$ cat config.mk
export PLATFORM = sky130hd
export DESIGN_NAME = if_fetch_stage_flat
export DESIGN_NICKNAME = d
export VERILOG_FILES = /design/src/rtl/if_pkg.sv /design/src/rtl/if_fetch_stage_if.sv /design/src/rtl/if_hold_buf.sv /design/src/rtl/if_fetch_stage.sv /design/src/flat_wrapper.sv
export SDC_FILE = /design/constraint.sdc
export NUM_CORES = 1
export LEC_CHECK = 0
export BUFFER_PORTS_ARGS = -buffer_cell sky130_fd_sc_hd__buf_2
export CAP_MARGIN = 5
export CORE_UTILIZATION = 51
export DETAILED_ROUTE_END_ITERATION = 10
export GPL_TIMING_DRIVEN = 0
export PLACE_DENSITY = 0.74
export RECOVER_POWER = 50
export SLEW_MARGIN = 20
export SYNTH_ARGS = -nofsm -noshare
export SYNTH_HDL_FRONTEND = slang
export SYNTH_SLANG_ARGS = --single-unit
$ cat constraint.sdc
create_clock -name clk -period 2.7 [get_ports clk]
set_clock_uncertainty 0.2 [all_clocks]
set_input_delay 0.54 -clock clk [delete_from_list [all_inputs] [get_ports clk]]
set_output_delay 0.54 -clock clk [all_outputs]
set_load 0.05 [all_outputs]
$ cat src/rtl/if_pkg.sv
// Shared types and constants for the instruction fetch stage.
package if_pkg;

    typedef enum logic [1:0] {
        S_FETCH = 2'd0,
        S_HOLD  = 2'd1,
        S_KILL  = 2'd2
    } if_state_e;

    localparam int          PC_W      = 32;
    localparam int          OP_MSB    = 31;
    localparam int          OP_LSB    = 26;
    localparam logic [31:0] NOP_INSTR = 32'h0000_0000;

    function automatic logic [5:0] op_of(input logic [31:0] instr);
        return instr[OP_MSB:OP_LSB];
    endfunction

endpackage

$ cat src/rtl/if_fetch_stage_if.sv
// Instruction-memory req/ack fetch bus between the fetch stage (master) and memory (slave).
interface if_fetch_stage_if;

    logic        imem_req;
    logic [31:0] imem_addr;
    logic        imem_ack;
    logic [31:0] imem_rdata;

    modport master (output imem_req, output imem_addr, input imem_ack, input imem_rdata);
    modport slave  (input imem_req, input imem_addr, output imem_ack, output imem_rdata);

endinterface

$ cat src/rtl/if_hold_buf.sv
// One-entry buffer parking a fetched word (instr + pc4) while the decoder is stalled.
module if_hold_buf
    import if_pkg::*;
(
    input  logic            clk,
    input  logic            rst,
    input  logic            load,
    input  logic            clear,
    input  logic [PC_W-1:0] instr_in,
    input  logic [PC_W-1:0] pc4_in,
    output logic [PC_W-1:0] instr,
    output logic [PC_W-1:0] pc4,
    output logic            valid
);

    logic [PC_W-1:0] instr_q, instr_d;
    logic [PC_W-1:0] pc4_q, pc4_d;
    logic            valid_q, valid_d;

    // Next-entry selection: clear beats load.
    always_comb begin
        instr_d = instr_q;
        pc4_d   = pc4_q;
        valid_d = valid_q;
        if (clear) begin
            valid_d = 1'b0;
        end else if (load) begin
            instr_d = instr_in;
            pc4_d   = pc4_in;
            valid_d = 1'b1;
        end else begin
            valid_d = valid_q;
        end
    end

    // Entry register.
    always_ff @(posedge clk) begin
        if (rst) begin
            instr_q <= NOP_INSTR;
            pc4_q   <= 32'h0000_0000;
            valid_q <= 1'b0;
        end else begin
            instr_q <= instr_d;
            pc4_q   <= pc4_d;
            valid_q <= valid_d;
        end
    end

    assign instr = instr_q;
    assign pc4   = pc4_q;
    assign valid = valid_q;

endmodule

$ cat src/rtl/if_fetch_stage.sv
// Instruction fetch stage: PC, req/ack fetch FSM and IF/ID register feeding the decoder.
// Optional IF_PERF_CNT_EN adds saturating fetch/stall performance counters.
module if_fetch_stage
    import if_pkg::*;
#(
    parameter logic [31:0] RESET_PC = 32'h0000_0000,
    parameter int          PC_STEP  = 4
`ifdef IF_PERF_CNT_EN
    ,
    parameter int          CNT_W    = 16
`endif
) (
    input  logic            clk,
    input  logic            rst,
    input  logic            stall,
    input  logic            flush,
    input  logic            branch_taken,
    input  logic [PC_W-1:0] branch_target,
    if_fetch_stage_if.master imem,
    output logic [PC_W-1:0] if_instr,
    output logic [5:0]      if_op,
    output logic [PC_W-1:0] if_pc4,
    output logic            if_valid
`ifdef IF_PERF_CNT_EN
    ,
    output logic [CNT_W-1:0] perf_fetch_cnt,
    output logic [CNT_W-1:0] perf_stall_cnt
`endif
);

    localparam logic [PC_W-1:0] PC_INC = 32'(PC_STEP);

    if_state_e       state_q, state_d;
    logic [PC_W-1:0] pc_q, pc_d;
    logic [PC_W-1:0] target_q, target_d;
    logic            req_q, req_d;
    logic [PC_W-1:0] instr_q, instr_d;
    logic [PC_W-1:0] pc4_q, pc4_d;
    logic            valid_q, valid_d;

    logic            ack_s;
    logic [PC_W-1:0] pc_inc_s;
    logic            buf_load_s, buf_clear_s, buf_valid_s;
    logic [PC_W-1:0] buf_instr_s, buf_pc4_s;

    // An ack is only meaningful while a request is outstanding.
    assign ack_s    = imem.imem_ack & req_q;
    assign pc_inc_s = pc_q + PC_INC;

    if_hold_buf u_hold_buf (
        .clk      (clk),
        .rst      (rst),
        .load     (buf_load_s),
        .clear    (buf_clear_s),
        .instr_in (imem.imem_rdata),
        .pc4_in   (pc_inc_s),
        .instr    (buf_instr_s),
        .pc4      (buf_pc4_s),
        .valid    (buf_valid_s)
    );

    // Next state, PC and IF/ID; priority branch > flush > stall > normal.
    always_comb begin
        state_d     = state_q;
        pc_d        = pc_q;
        target_d    = target_q;
        instr_d     = instr_q;
        pc4_d       = pc4_q;
        valid_d     = valid_q;
        buf_load_s  = 1'b0;
        buf_clear_s = 1'b0;
        if (branch_taken) begin
            valid_d = 1'b0;
            instr_d = NOP_INSTR;
            case (state_q)
                S_FETCH: begin
                    // An outstanding request cannot be retracted; park the target.
                    if (ack_s || !req_q) begin
                        pc_d = branch_target;
                    end else begin
                        target_d = branch_target;
                        state_d  = S_KILL;
                    end
                end
                S_HOLD: begin
                    buf_clear_s = 1'b1;
                    pc_d        = branch_target;
                    state_d     = S_FETCH;
                end
                S_KILL: begin
                    if (ack_s) begin
                        pc_d    = branch_target;
                        state_d = S_FETCH;
                    end else begin
                        target_d = branch_target;
                    end
                end
                default: state_d = S_FETCH;
            endcase
        end else if (flush) begin
            valid_d = 1'b0;
            instr_d = NOP_INSTR;
            case (state_q)
                S_FETCH: begin
                    if (ack_s) begin
                        pc_d = pc_inc_s;
                    end else begin
                        pc_d = pc_q;
                    end
                end
                S_HOLD: begin
                    buf_clear_s = 1'b1;
                    pc_d        = pc_inc_s;
                    state_d     = S_FETCH;
                end
                S_KILL: begin
                    if (ack_s) begin
                        pc_d    = target_q;
                        state_d = S_FETCH;
                    end else begin
                        pc_d = pc_q;
                    end
                end
                default: state_d = S_FETCH;
            endcase
        end else if (stall) begin
            case (state_q)
                S_FETCH: begin
                    if (ack_s) begin
                        buf_load_s = 1'b1;
                        state_d    = S_HOLD;
                    end else begin
                        state_d = S_FETCH;
                    end
                end
                S_HOLD: state_d = S_HOLD;
                S_KILL: begin
                    if (ack_s) begin
                        pc_d    = target_q;
                        state_d = S_FETCH;
                    end else begin
                        state_d = S_KILL;
                    end
                end
                default: state_d = S_FETCH;
            endcase
        end else begin
            // Not stalled: the decoder consumes IF/ID, so a cycle without a word is a bubble.
            valid_d = 1'b0;
            instr_d = NOP_INSTR;
            case (state_q)
                S_FETCH: begin
                    if (ack_s) begin
                        instr_d = imem.imem_rdata;
                        pc4_d   = pc_inc_s;
                        valid_d = 1'b1;
                        pc_d    = pc_inc_s;
                    end else begin
                        pc_d = pc_q;
                    end
                end
                S_HOLD: begin
                    instr_d     = buf_instr_s;
                    pc4_d       = buf_pc4_s;
                    valid_d     = buf_valid_s;
                    pc_d        = pc_inc_s;
                    buf_clear_s = 1'b1;
                    state_d     = S_FETCH;
                end
                S_KILL: begin
                    if (ack_s) begin
                        pc_d    = target_q;
                        state_d = S_FETCH;
                    end else begin
                        state_d = S_KILL;
                    end
                end
                default: state_d = S_FETCH;
            endcase
        end
        req_d = (state_d != S_HOLD);
    end

    // State, PC and IF/ID registers.
    always_ff @(posedge clk) begin
        if (rst) begin
            state_q  <= S_FETCH;
            pc_q     <= RESET_PC;
            target_q <= 32'h0000_0000;
            req_q    <= 1'b0;
            instr_q  <= NOP_INSTR;
            pc4_q    <= 32'h0000_0000;
            valid_q  <= 1'b0;
        end else begin
            state_q  <= state_d;
            pc_q     <= pc_d;
            target_q <= target_d;
            req_q    <= req_d;
            instr_q  <= instr_d;
            pc4_q    <= pc4_d;
            valid_q  <= valid_d;
        end
    end

    assign imem.imem_req  = req_q;
    assign imem.imem_addr = pc_q;
    assign if_instr       = instr_q;
    assign if_op          = op_of(instr_q);
    assign if_pc4         = pc4_q;
    assign if_valid       = valid_q;

`ifdef IF_PERF_CNT_EN
    logic [CNT_W-1:0] fetch_cnt_q, fetch_cnt_d;
    logic [CNT_W-1:0] stall_cnt_q, stall_cnt_d;
    logic             fetch_evt_s, stall_evt_s;

    function automatic logic [CNT_W-1:0] sat_inc(input logic [CNT_W-1:0] v);
        return (&v) ? v : v + {{(CNT_W-1){1'b0}}, 1'b1};
    endfunction

    assign fetch_evt_s = !branch_taken && !flush && !stall &&
                         ((state_q == S_FETCH && ack_s) || state_q == S_HOLD);
    assign stall_evt_s = (state_q == S_HOLD) || (req_q && !imem.imem_ack);

    // Saturating counter increments.
    always_comb begin
        fetch_cnt_d = fetch_cnt_q;
        stall_cnt_d = stall_cnt_q;
        if (fetch_evt_s) begin
            fetch_cnt_d = sat_inc(fetch_cnt_q);
        end else begin
            fetch_cnt_d = fetch_cnt_q;
        end
        if (stall_evt_s) begin
            stall_cnt_d = sat_inc(stall_cnt_q);
        end else begin
            stall_cnt_d = stall_cnt_q;
        end
    end

    // Counter registers.
    always_ff @(posedge clk) begin
        if (rst) begin
            fetch_cnt_q <= '0;
            stall_cnt_q <= '0;
        end else begin
            fetch_cnt_q <= fetch_cnt_d;
            stall_cnt_q <= stall_cnt_d;
        end
    end

    assign perf_fetch_cnt = fetch_cnt_q;
    assign perf_stall_cnt = stall_cnt_q;
`endif

endmodule

$ cat src/flat_wrapper.sv
// flat-port wrapper written by rule: the top's interface ports become plain ports
module if_fetch_stage_flat import if_pkg::*;
#(
    parameter logic [31:0] RESET_PC = 32'h0000_0000,
    parameter int          PC_STEP  = 4

)
  (clk, rst, stall, flush, branch_taken, branch_target, if_instr, if_op, if_pc4, if_valid, imem_imem_req, imem_imem_addr, imem_imem_ack, imem_imem_rdata);
  if_fetch_stage_if imem_i ();
  input  logic clk;
  input  logic rst;
  input  logic stall;
  input  logic flush;
  input  logic branch_taken;
  input  logic [PC_W-1:0] branch_target;
  output logic [PC_W-1:0] if_instr;
  output logic [5:0] if_op;
  output logic [PC_W-1:0] if_pc4;
  output logic if_valid;
  output wire logic [$bits(imem_i.imem_req)-1:0] imem_imem_req;
  output wire logic [$bits(imem_i.imem_addr)-1:0] imem_imem_addr;
  input wire logic [$bits(imem_i.imem_ack)-1:0] imem_imem_ack;
  input wire logic [$bits(imem_i.imem_rdata)-1:0] imem_imem_rdata;
  assign imem_imem_req = imem_i.imem_req;
  assign imem_imem_addr = imem_i.imem_addr;
  assign imem_i.imem_ack = imem_imem_ack;
  assign imem_i.imem_rdata = imem_imem_rdata;
  if_fetch_stage #(.RESET_PC(RESET_PC), .PC_STEP(PC_STEP)) u_core (.clk(clk), .rst(rst), .stall(stall), .flush(flush), .branch_taken(branch_taken), .branch_target(branch_target), .imem(imem_i), .if_instr(if_instr), .if_op(if_op), .if_pc4(if_pc4), .if_valid(if_valid));
endmodule
==> impl_results.md <==
* Fillcell total at 1800
* Site row count at 50
* Nets at 1575
* Worst setup path category: register to register
* GP Congestion at 1.01
* CP endpoint kind: register
* FF-to-FF path depth at 6
* Area leader, netlist: dfxtp_1
* Yosys top cell area share at 40.1%
* Area of the multi-input gates at 5320 um^2
* Net Count, Synth at 1383
* Synth Flop Type: dfxtp_1
* Die H at 141 um
* End of the worst hold path: u_core.target_q[5]
* Reg2reg end: u_core.if_pc4[18]
* Worst hold path depth at 3
* First-pass GRT wire length at approximately 55000 um
* Share of layout cells above drive strength 1 at 15.0%
* CTS Buf Count at 17
* Critical Path RT at roughly 2.8 ns
* Maximum root-to-sink buffer count at 2
* Min-delay src: branch_target[5]
* Antenna violations before repair at 1
* H-tree levels at 4
* Routed wire per std cell at 20.4 um
* Fraction of registers with async set/reset at 0%
* Area contributors post-synth: dfxtp_1 (40%), nand2_1 (11%), a21oi_1 (6.3%), nor2_1 (5.0%), o21ai_0 (3.8%)
* # DRC at 0
* Yosys cell types at 64
* Post-synth EDFFs at 0
* Area after DPL at between 10000 and 15000 um^2
* Synthesized cell area at between 9000 and 10000 um^2
* Antenna Nets Post-Route at 0
* Root Driver: clkbuf_16
* Switching power at 2.31 mW
* Sequential area share after synthesis at 40.1%
* Syn Inst Count at 1312
* Largest net degree at the start of global routing at 21
* Count of state elements after synthesis at 197
* FMAX at 377 MHz
* Register area at 3950 um^2
* Slew Limit Headroom at a little under half
* Drt first pass iters at 8
* Gr usage total at 36.1%
* Tcrit/Tclk final at a little over nine tenths
* Placed cells at between 1500 and 2000
* Sw Share at 33.5%
* Syn-to-layout area delta at 18.5%
* Clk sinks at 197
* Die span in x at 141 um
* Worst hold path type: primary input to register
* Seq pwr share at 44.6%
* Post-CTS Hold Buffers at 0
* # setup viols final at 0
* Worst-path clk slew at 0.08 ns
* Gate power share at 18.2%
* MaxCap Viol Count at 0
* Status: finished clean
* Startpoint types: register
* Global route overflow at 0
* Actual slew at the worst max-slew pin at 0.810 ns
* Initial core utilization at approximately 52%
* Clk_lat worst skew at approximately 0.45 ns
* # port buffers at 172
* Clk network pwr share at a little under two fifths
* DRT Wirelength at 36200 um
* Final Instance Count excl. Fillers at 1778
* CP arrival at 2.75 ns
* Vias per cell at 6.06
* Crit-path max FO at 5
* Total number of yosys warnings at 0
* Syn_area_per_cell at 7.50 um^2
* Initial drt markers at 1196
* Core Footprint at 18800 um^2
* Final TNS setup at 0 ns
* P_int at roughly 4.6 mW
* Power per cell area at 592 nW/um^2
* DPL Wire Length at roughly 26000 um
* R2R Setup Slk at approximately 0.05 ns
* Maximum VDD drop at 0.465 mV
* Die area at approximately 20000 um^2
* Post-route cell area at 11700 um^2
* Via count at 10800
* Number of global-route vias before repair at 9584
* Total power at 6.91 mW
* I/O pin count at 174
* Fin. max-slew vios at 0
* Lkg Pwr at 4.25 nW
* Tmin final at 2.65 ns
* CTS tree: built
* Reg-to-reg startpoint: u_core.imem.imem_addr[3]
* Final Hold Viols at 0
-- worst max path at each step --
stage | from | end | slack, ns
floorplan | u_core.imem.imem_addr[3] | u_core.imem.imem_addr[28] | 0.04
global placement | stall | u_core.imem.imem_addr[26] | -0.66
detailed placement | stall | u_core.imem.imem_addr[26] | -0.66
CTS | u_core.imem.imem_req | u_core.if_pc4[7] | 0.009
global route | u_core.imem.imem_req | u_core.if_instr[9] | -0.002
finish | u_core.imem.imem_addr[3] | u_core.if_pc4[18] | 0.05
-- cells in the final DEF, fill, tap and decap left out, types with 6 or more instances in the layout --
master,synthesis,routed
nand2_1,276,275
dfxtp_1,197,196
buf_2,30,139
clkbuf_1,81,132
nor2_1,131,126
a21oi_1,123,123
o21ai_0,75,75
a211oi_1,38,38
a22oi_1,35,35
a221oi_1,30,30
mux2i_1,24,24
nand3_1,23,21
inv_1,20,20
nor3_1,20,18
clkbuf_16,0,17
xnor2_1,16,16
a31oi_1,15,15
clkbuf_2,1,14
buf_4,11,14
and3_1,11,11
nand4_1,11,11
xor2_1,11,11
nand2b_1,8,8
o22ai_1,8,8
o31ai_1,7,7
o211ai_1,7,7
a21o_1,6,6
buf_1,12,6
and2_1,6,6
a2bb2oi_1,6,6
-- state kept, by name (all words and copies together), names as in the netlist --
name,flops
u_core.if_pc4,32
u_core.u_hold_buf.valid,1
u_core.state_q,2
u_core.if_valid,1
u_core.imem.imem_req,1
u_core.if_instr,32
u_core.u_hold_buf.pc4,32
u_core.target_q,32
u_core.u_hold_buf.instr,32
u_core.imem.imem_addr,32
-- timing repair --
item | CTS | global route
pin swaps | 1 | 1
setup buffers | 1 | 0
setup endpoints to repair | 86 | 101
gates resized for setup | 21 | 35
-- layer usage --
metal	global-route usage [%]	vias up	share of wire, %
met2	55.4	591	44
met3	6.93	92	9.7
met1	50.5	5091	43
met4	13.1	0	2.9
li1	-	4999	-
met5	0	-	0
-- cell families after synthesis --
family / count (synthesis) / share of synthesized area, %
AO/OA/AOI/OAI: 386 / 25.1
multiplexers: 24 / 2.44
buffers and inverters: 156 / 6.84
XOR/XNOR: 27 / 2.40
AND/OR/NAND/NOR: 521 / 23.0
flip-flops: 197 / 40.1
adder cells (fa/ha/maj): 1 / 0.127
-- power groups by stage --
| stage | Sequential [mW] | Clock (mW) | Combinational (mW) |
|---|---|---|---|
| detailed placement | 3.14 | 0 | 1.21 |
| global route | 3.09 | 2.68 | 1.33 |
| finish | 3.08 | 2.57 | 1.26 |
| floorplan | 3.31 | 0 | 0.629 |
| global placement | 3.14 | 0 | 1.21 |
| CTS | 3.07 | 2.56 | 1.22 |
-- synthesized netlist by cell type (8+ instances only) --
library cell	number
nor3_1	20
nand3_1	23
and3_1	11
dfxtp_1	197
nor2_1	131
a221oi_1	30
a21oi_1	123
xnor2_1	16
buf_1	12
mux2i_1	24
nand4_1	11
buf_4	11
o22ai_1	8
a22oi_1	35
clkbuf_1	81
a211oi_1	38
a31oi_1	15
inv_1	20
xor2_1	11
buf_2	30
nand2_1	276
nand2b_1	8
o21ai_0	75
-- through the flow --
| stage | hold slack (ns) | setup slack (ns) | utilization (%) |
|---|---|---|---|
| after floorplan | 0.236 | 0.0436 | - |
| after global placement | 0.237 | -0.663 | 58.6 |
| after detailed placement | 0.247 | -0.660 | 58.6 |
| after CTS | 0.133 | 0.00938 | 62.0 |
| after global routing | 0.135 | -0.00188 | 62.0 |
| final | 0.134 | 0.0494 | 62.0 |
-- critical path: stages (launching register included) --
cell and delay [ns]:
dfxtp_1 0.46, ha_1 0.35, nand3_2 0.20, nor3_2 0.42
nand2_1 0.23, xor2_1 0.45, o22ai_1 0.18
-- area by class of cell --
cell class                 instances  share of cell area [%]
buffer                           136                    5.47
multi-input combinational        959                    45.6
clock buffer                      18                    3.68
inverter                          20                   0.643
timing repair buffer             173                    6.75
clock inverter                    14                    1.29
sequential                       197                    33.8
tap                              260                    2.79
antenna                            1                  0.0214
Note: power is estimated with default switching activity, not from simulation.
